File: src/rtl/score_bcd_latch.sv
`default_nettype none
// ============================================================================
//  Module      : score_bcd_latch
//  Description : Samples the signed 32-bit score periodically or on request,
//                clamps it to 0..MAX_SCORE and converts it to three BCD
//                digits with a sequential shift-add-3 engine. The digits are
//                held stable between updates.
//                Optional macro SCORE_BCD_SEVSEG_EN adds registered active-low
//                seven-segment encodings with leading-zero blanking.
//  Revision    : 1.0 - initial release
// ============================================================================
module score_bcd_latch #(
    parameter int SAMPLE_PERIOD = 16,
    parameter int MAX_SCORE     = 999
) (
    input  logic        clock,
    input  logic        reset,
    input  logic [31:0] score_in,
    input  logic        sample_now,
    output logic [3:0]  bcd_ones,
    output logic [3:0]  bcd_tens,
    output logic [3:0]  bcd_hundreds,
    output logic        update_pulse,
    output logic        overflow,
    output logic        busy,
    output logic [6:0]  seg_ones,
    output logic [6:0]  seg_tens,
    output logic [6:0]  seg_hundreds
);

    localparam logic [0:0]  c_IDLE     = 1'b0;
    localparam logic [0:0]  c_CONV     = 1'b1;
    localparam logic [15:0] c_CNT_LAST = 16'(SAMPLE_PERIOD - 1);
    localparam logic [9:0]  c_MAX      = 10'(MAX_SCORE);
    localparam logic [3:0]  c_LAST_IT  = 4'd9;

    logic [0:0]  r_state;
    logic [15:0] r_cnt;
    logic        r_pending;
    logic [3:0]  r_iter;
    logic [9:0]  r_shift;
    logic [11:0] r_scratch;
    logic        r_ovf_next;
    logic [3:0]  r_ones;
    logic [3:0]  r_tens;
    logic [3:0]  r_hundreds;
    logic        r_ovf;
    logic        r_update;
    logic        r_busy;

    logic        w_tick;
    logic        w_request;
    logic        w_done;
    logic [9:0]  w_clamped;
    logic        w_clamp_ovf;
    logic [11:0] w_adj;
    logic [11:0] w_scratch_next;
    logic [9:0]  w_shift_next;
    logic        w_unused_carry;

    assign w_tick    = (r_cnt == c_CNT_LAST);
    assign w_request = w_tick | sample_now;
    assign w_done    = (r_state == c_CONV) && (r_iter == c_LAST_IT);

    // Free-running sample period counter; sample_now never disturbs it.
    always_ff @(posedge clock or posedge reset) begin
        if (reset) begin
            r_cnt <= '0;
        end else if (w_tick) begin
            r_cnt <= '0;
        end else begin
            r_cnt <= r_cnt + 16'd1;
        end
    end

    // Clamp the signed score into the displayable range and flag saturation.
    always_comb begin
        w_clamped   = score_in[9:0];
        w_clamp_ovf = 1'b0;
        if (score_in[31]) begin
            w_clamped = '0;
        end else if (score_in[30:0] > 31'(MAX_SCORE)) begin
            w_clamped   = c_MAX;
            w_clamp_ovf = 1'b1;
        end
    end

    // Add-3 correction on every scratch nibble that is 5 or more.
    always_comb begin
        w_adj = r_scratch;
        for (int i = 0; i < 3; i++) begin
            if (r_scratch[4*i +: 4] >= 4'd5) begin
                w_adj[4*i +: 4] = r_scratch[4*i +: 4] + 4'd3;
            end
        end
    end

    // One left shift of {scratch, shift}; the hundreds carry-out cannot be
    // set for a 10-bit operand and is dropped.
    assign w_scratch_next = {w_adj[10:0], r_shift[9]};
    assign w_shift_next   = {r_shift[8:0], 1'b0};
    assign w_unused_carry = w_adj[11];

    // Sampling FSM, double-dabble engine and registered digit outputs.
    always_ff @(posedge clock or posedge reset) begin
        if (reset) begin
            r_state    <= c_IDLE;
            r_pending  <= 1'b0;
            r_iter     <= '0;
            r_shift    <= '0;
            r_scratch  <= '0;
            r_ovf_next <= 1'b0;
            r_ones     <= '0;
            r_tens     <= '0;
            r_hundreds <= '0;
            r_ovf      <= 1'b0;
            r_update   <= 1'b0;
            r_busy     <= 1'b0;
        end else begin
            r_update <= 1'b0;
            // Requests arriving mid-conversion collapse into one pending flag.
            if ((r_state != c_IDLE) && w_request) begin
                r_pending <= 1'b1;
            end
            case (r_state)
                c_IDLE: begin
                    if (w_request || r_pending) begin
                        r_shift    <= w_clamped;
                        r_scratch  <= '0;
                        r_ovf_next <= w_clamp_ovf;
                        r_pending  <= 1'b0;
                        r_iter     <= '0;
                        r_busy     <= 1'b1;
                        r_state    <= c_CONV;
                    end
                end
                c_CONV: begin
                    r_scratch <= w_scratch_next;
                    r_shift   <= w_shift_next;
                    r_iter    <= r_iter + 4'd1;
                    if (w_done) begin
                        r_ones     <= w_scratch_next[3:0];
                        r_tens     <= w_scratch_next[7:4];
                        r_hundreds <= w_scratch_next[11:8];
                        r_ovf      <= r_ovf_next;
                        r_update   <= 1'b1;
                        r_busy     <= 1'b0;
                        r_state    <= c_IDLE;
                    end
                end
                default: r_state <= c_IDLE;
            endcase
        end
    end

    assign bcd_ones     = r_ones;
    assign bcd_tens     = r_tens;
    assign bcd_hundreds = r_hundreds;
    assign overflow     = r_ovf;
    assign update_pulse = r_update;
    assign busy         = r_busy;

`ifdef SCORE_BCD_SEVSEG_EN
    logic [6:0] r_seg_ones;
    logic [6:0] r_seg_tens;
    logic [6:0] r_seg_hundreds;

    function automatic logic [6:0] f_seg(input logic [3:0] d);
        case (d)
            4'd0:    f_seg = 7'h40;
            4'd1:    f_seg = 7'h79;
            4'd2:    f_seg = 7'h24;
            4'd3:    f_seg = 7'h30;
            4'd4:    f_seg = 7'h19;
            4'd5:    f_seg = 7'h12;
            4'd6:    f_seg = 7'h02;
            4'd7:    f_seg = 7'h78;
            4'd8:    f_seg = 7'h00;
            4'd9:    f_seg = 7'h10;
            default: f_seg = 7'h7F;
        endcase
    endfunction

    // Segment patterns are written together with the digits; leading zeros blank.
    always_ff @(posedge clock or posedge reset) begin
        if (reset) begin
            r_seg_ones     <= 7'h40;
            r_seg_tens     <= 7'h40;
            r_seg_hundreds <= 7'h40;
        end else if (w_done) begin
            r_seg_ones     <= f_seg(w_scratch_next[3:0]);
            r_seg_tens     <= (w_scratch_next[11:4] == 8'h00) ? 7'h7F
                                                              : f_seg(w_scratch_next[7:4]);
            r_seg_hundreds <= (w_scratch_next[11:8] == 4'h0) ? 7'h7F
                                                             : f_seg(w_scratch_next[11:8]);
        end
    end

    assign seg_ones     = r_seg_ones;
    assign seg_tens     = r_seg_tens;
    assign seg_hundreds = r_seg_hundreds;
`else
    assign seg_ones     = 7'h7F;
    assign seg_tens     = 7'h7F;
    assign seg_hundreds = 7'h7F;
`endif

endmodule
`default_nettype wire

File: config.mk
export PLATFORM = sky130hd
export DESIGN_NAME = score_bcd_latch
export DESIGN_NICKNAME = d
export VERILOG_FILES = /design/src/rtl/score_bcd_latch.sv
export SDC_FILE = /design/constraint.sdc
export NUM_CORES = 1
export LEC_CHECK = 0
export ABC_AREA = 1
export CORE_MARGIN = 3
export CORE_UTILIZATION = 35
export DETAILED_ROUTE_END_ITERATION = 16
export GPL_TIMING_DRIVEN = 0
export PLACE_DENSITY = 0.59
export RECOVER_POWER = 25
export SLEW_MARGIN = 20
export SYNTH_ARGS = -nofsm -noshare
export SYNTH_HDL_FRONTEND = slang
export SYNTH_SLANG_ARGS = --single-unit
File: constraint.sdc
create_clock -name clock -period 2.5 [get_ports clock]
set_clock_uncertainty 0.05 [all_clocks]
set_input_delay 0.5 -clock clock [delete_from_list [all_inputs] [get_ports clock]]
set_output_delay 0.5 -clock clock [all_outputs]
set_load 0.1 [all_outputs]
==> reports/results.ini <==
[run_status]
status=finished clean

[global_route]
antenna_found_initial=0
grt_max_degree=55
grt_pass1_vias=2512
grt_pass1_wl_um=10900
track_usage_pct=13.1
grt-ovfl-total=0

[placed_design]
gp_congestion=0.818
placed_cells=582
io_buffers=49
place_ws_ns=0.469
post-dp-hpwl_um=4750

[sta]
fmax_ghz=0.420
setup_viol=0
slew_violations=0
rsz0062_at_grt=no
holdWs_ns=0.408
min_period_ns=2.38
slew_headroom_pct=35.2
worst_pin_slew_ns=0.968
fin_crit_sh_pct=95.1
hold_violations=0
layout_setup_ws_ns=0.122

[synth]
yosysSeqAreaShare_pct=46.1
syn_area_per_cell_um2=8.06
syn_area_um2=3250
synthCells=404
ys_ff_latch=60
ys_types=29
ys_warn_count=0

[clock_network]
cts_root_buffer=clkbuf_8
clkSinkCount=60
postCtsSetupBuffers=0
cts.repair.resized=0
cts.path.max_buffers=2
htreeDepth=3
cts_tree=built
ctsHoldBuffers=0
clk_latency_ns=0.33
clkSlewWorstSetupHoldPaths_ns=0.07
cts_buffers=9

[job]
drv_cap=0

[setup_path]
slowest_stage=clkdlybuf4s50_1
start_kind=flip-flop
worst_setup_path_end_kind=primary output
critical_path_class=flip-flop to primary output
required_ns=1.95
cp.depth=1
critPathMaxStageDelay_ns=1.13
reg2regPathDepth=8
crit_path_max_fanout=2
cp_cell_sequence=clkdlybuf4s50_1
path_delay_family=buffers and inverters
crit_buf_inv=1
worstPathArrival_ns=1.83

[layout]
seqCellArea_um2=1500
num-fill-cells=855
final_cell_count_no_fill=598
multiInputGateArea_um2=1390
final_layout_size_suffix_gt1_share_pct=12.0
mostFrequentLayoutCells=nand2_1, dfrtp_1, inv_1, clkdlybuf4s50_1, nor2_1
final_common_cell=nand2_1
final_nets=529
syn2layout_area_growth_pct=29.1
antenna-diode-count=0

[drt]
drc=0
drt_pass1_iterations=5
via_per_inst=4.42
ant_nets=0
wl_um=6270
via_count=2645
first_iter_violations=119
wire_per_inst_um=10.5

[floorplanning]
std_cell_rows=34
die_h_um=102
core_um2=8890
start_util_pct=36.6
die_area_um2=10500
io_pins=71
die_w_um=102

[pwr]
irDropWorstVdd_mv=0.469
power.density_nw_per_um2=750
p_leak_nw=2.10

[hold_path]
whs_path_depth=1
holdCritPathClass=flip-flop to flip-flop

-- final cells by class --
type | count | share of cell area [%]
clock inverter | 5 | 1.79
inverter | 61 | 5.48
sequential | 60 | 35.7
tap | 108 | 3.22
buffer | 29 | 5.00
multi-input combinational | 274 | 33.1
timing repair buffer | 50 | 12.3
clock buffer | 11 | 3.37
-- state kept, by name, summed over array words and instances, names as in the netlist --
signal / flops
r_scratch: 12
r_iter: 4
bcd_hundreds: 4
update_pulse: 1
bcd_ones: 4
busy: 1
r_cnt: 16
bcd_tens: 4
r_state: 1
r_pending: 1
r_shift: 10
r_ovf_next: 1
overflow: 1
-- path summary, 6_finish.rpt --
check,from,end,slack (ns)
min in group asynchronous,reset,r_cnt[10],0.55
worst min register to register,r_cnt[0],r_cnt[0],0.41
worst max-delay path,bcd_ones[2],bcd_ones[2],0.12
max in group asynchronous,reset,r_pending,1.28
worst min-delay path,r_cnt[0],r_cnt[0],0.41
worst max register to register,r_cnt[0],r_scratch[10],0.95
-- stage by stage --
stage / total power [W] / area (um^2) / utilization, % / TNS (ns)
2_1_floorplan: 0.00197 / 3330 / - / 0
3_3_place_gp: 0.00221 / 3960 / 44.5 / -41.64
5_1_grt: 0.00329 / 4200 / 47.2 / 0
3_5_place_dp: 0.00223 / 3990 / 44.8 / 0
4_1_cts: 0.00319 / 4200 / 47.3 / 0
6_report: 0.00315 / 4200 / 47.2 / 0
-- kinds of logic (layout without fill, tap and decap cells) --
group,after synthesis,after routing,share of synthesized area (%)
adder cells (fa/ha/maj),9,9,3.46
flip-flops,60,60,46.1
other,1,21,0.115
XOR/XNOR,12,12,3.23
buffers and inverters,90,156,13.5
AND/OR/NAND/NOR,188,188,25.6
AO/OA/AOI/OAI,44,44,7.92
-- per-layer routing --
layer | wire [um] | GRT usage [%] | vias to the layer above
met5 | 0 | 0 | -
met4 | 89 | 6.36 | 0
li1 | - | - | 1385
met2 | 2830 | 20.5 | 72
met3 | 384 | 2.80 | 8
met1 | 2960 | 17.1 | 1180
-- where the power goes --
group / internal (W) / switching (W) / leakage, nW / total [W]
logic: 0.000259 / 0.000837 / 1.22 / 0.00110
registers: 0.00106 / 0.0000440 / 0.771 / 0.00110
clock network: 0.000584 / 0.000370 / 0.113 / 0.000954
total: 0.00190 / 0.00125 / 2.10 / 0.00315
-- synth_stat cells --
master | instances | area share [%]
nor2_8 | 1 | 0.62
o21ai_2 | 6 | 1.6
buf_6 | 2 | 0.69
nor3_1 | 3 | 0.46
inv_2 | 1 | 0.12
clkbuf_1 | 4 | 0.46
nand3_1 | 7 | 1.1
inv_1 | 60 | 6.9
o21ai_1 | 6 | 0.92
nor2_1 | 35 | 4.0
nor3_4 | 1 | 0.50
nor2_4 | 1 | 0.35
xor2_1 | 12 | 3.2
or2_0 | 1 | 0.19
nand2_4 | 1 | 0.35
nand4_1 | 16 | 3.1
a21oi_1 | 4 | 0.62
conb_1 | 1 | 0.12
nor3_2 | 2 | 0.62
ha_1 | 9 | 3.5
o31ai_1 | 1 | 0.23
nand2_2 | 2 | 0.38
o21ai_0 | 17 | 2.6
buf_4 | 23 | 5.3
nand2_1 | 114 | 13
dfrtp_1 | 60 | 46
o22ai_1 | 10 | 1.9
nor2_2 | 2 | 0.38
nor3b_1 | 2 | 0.46
No activity file was read; power rests on OpenSTA's default activity.
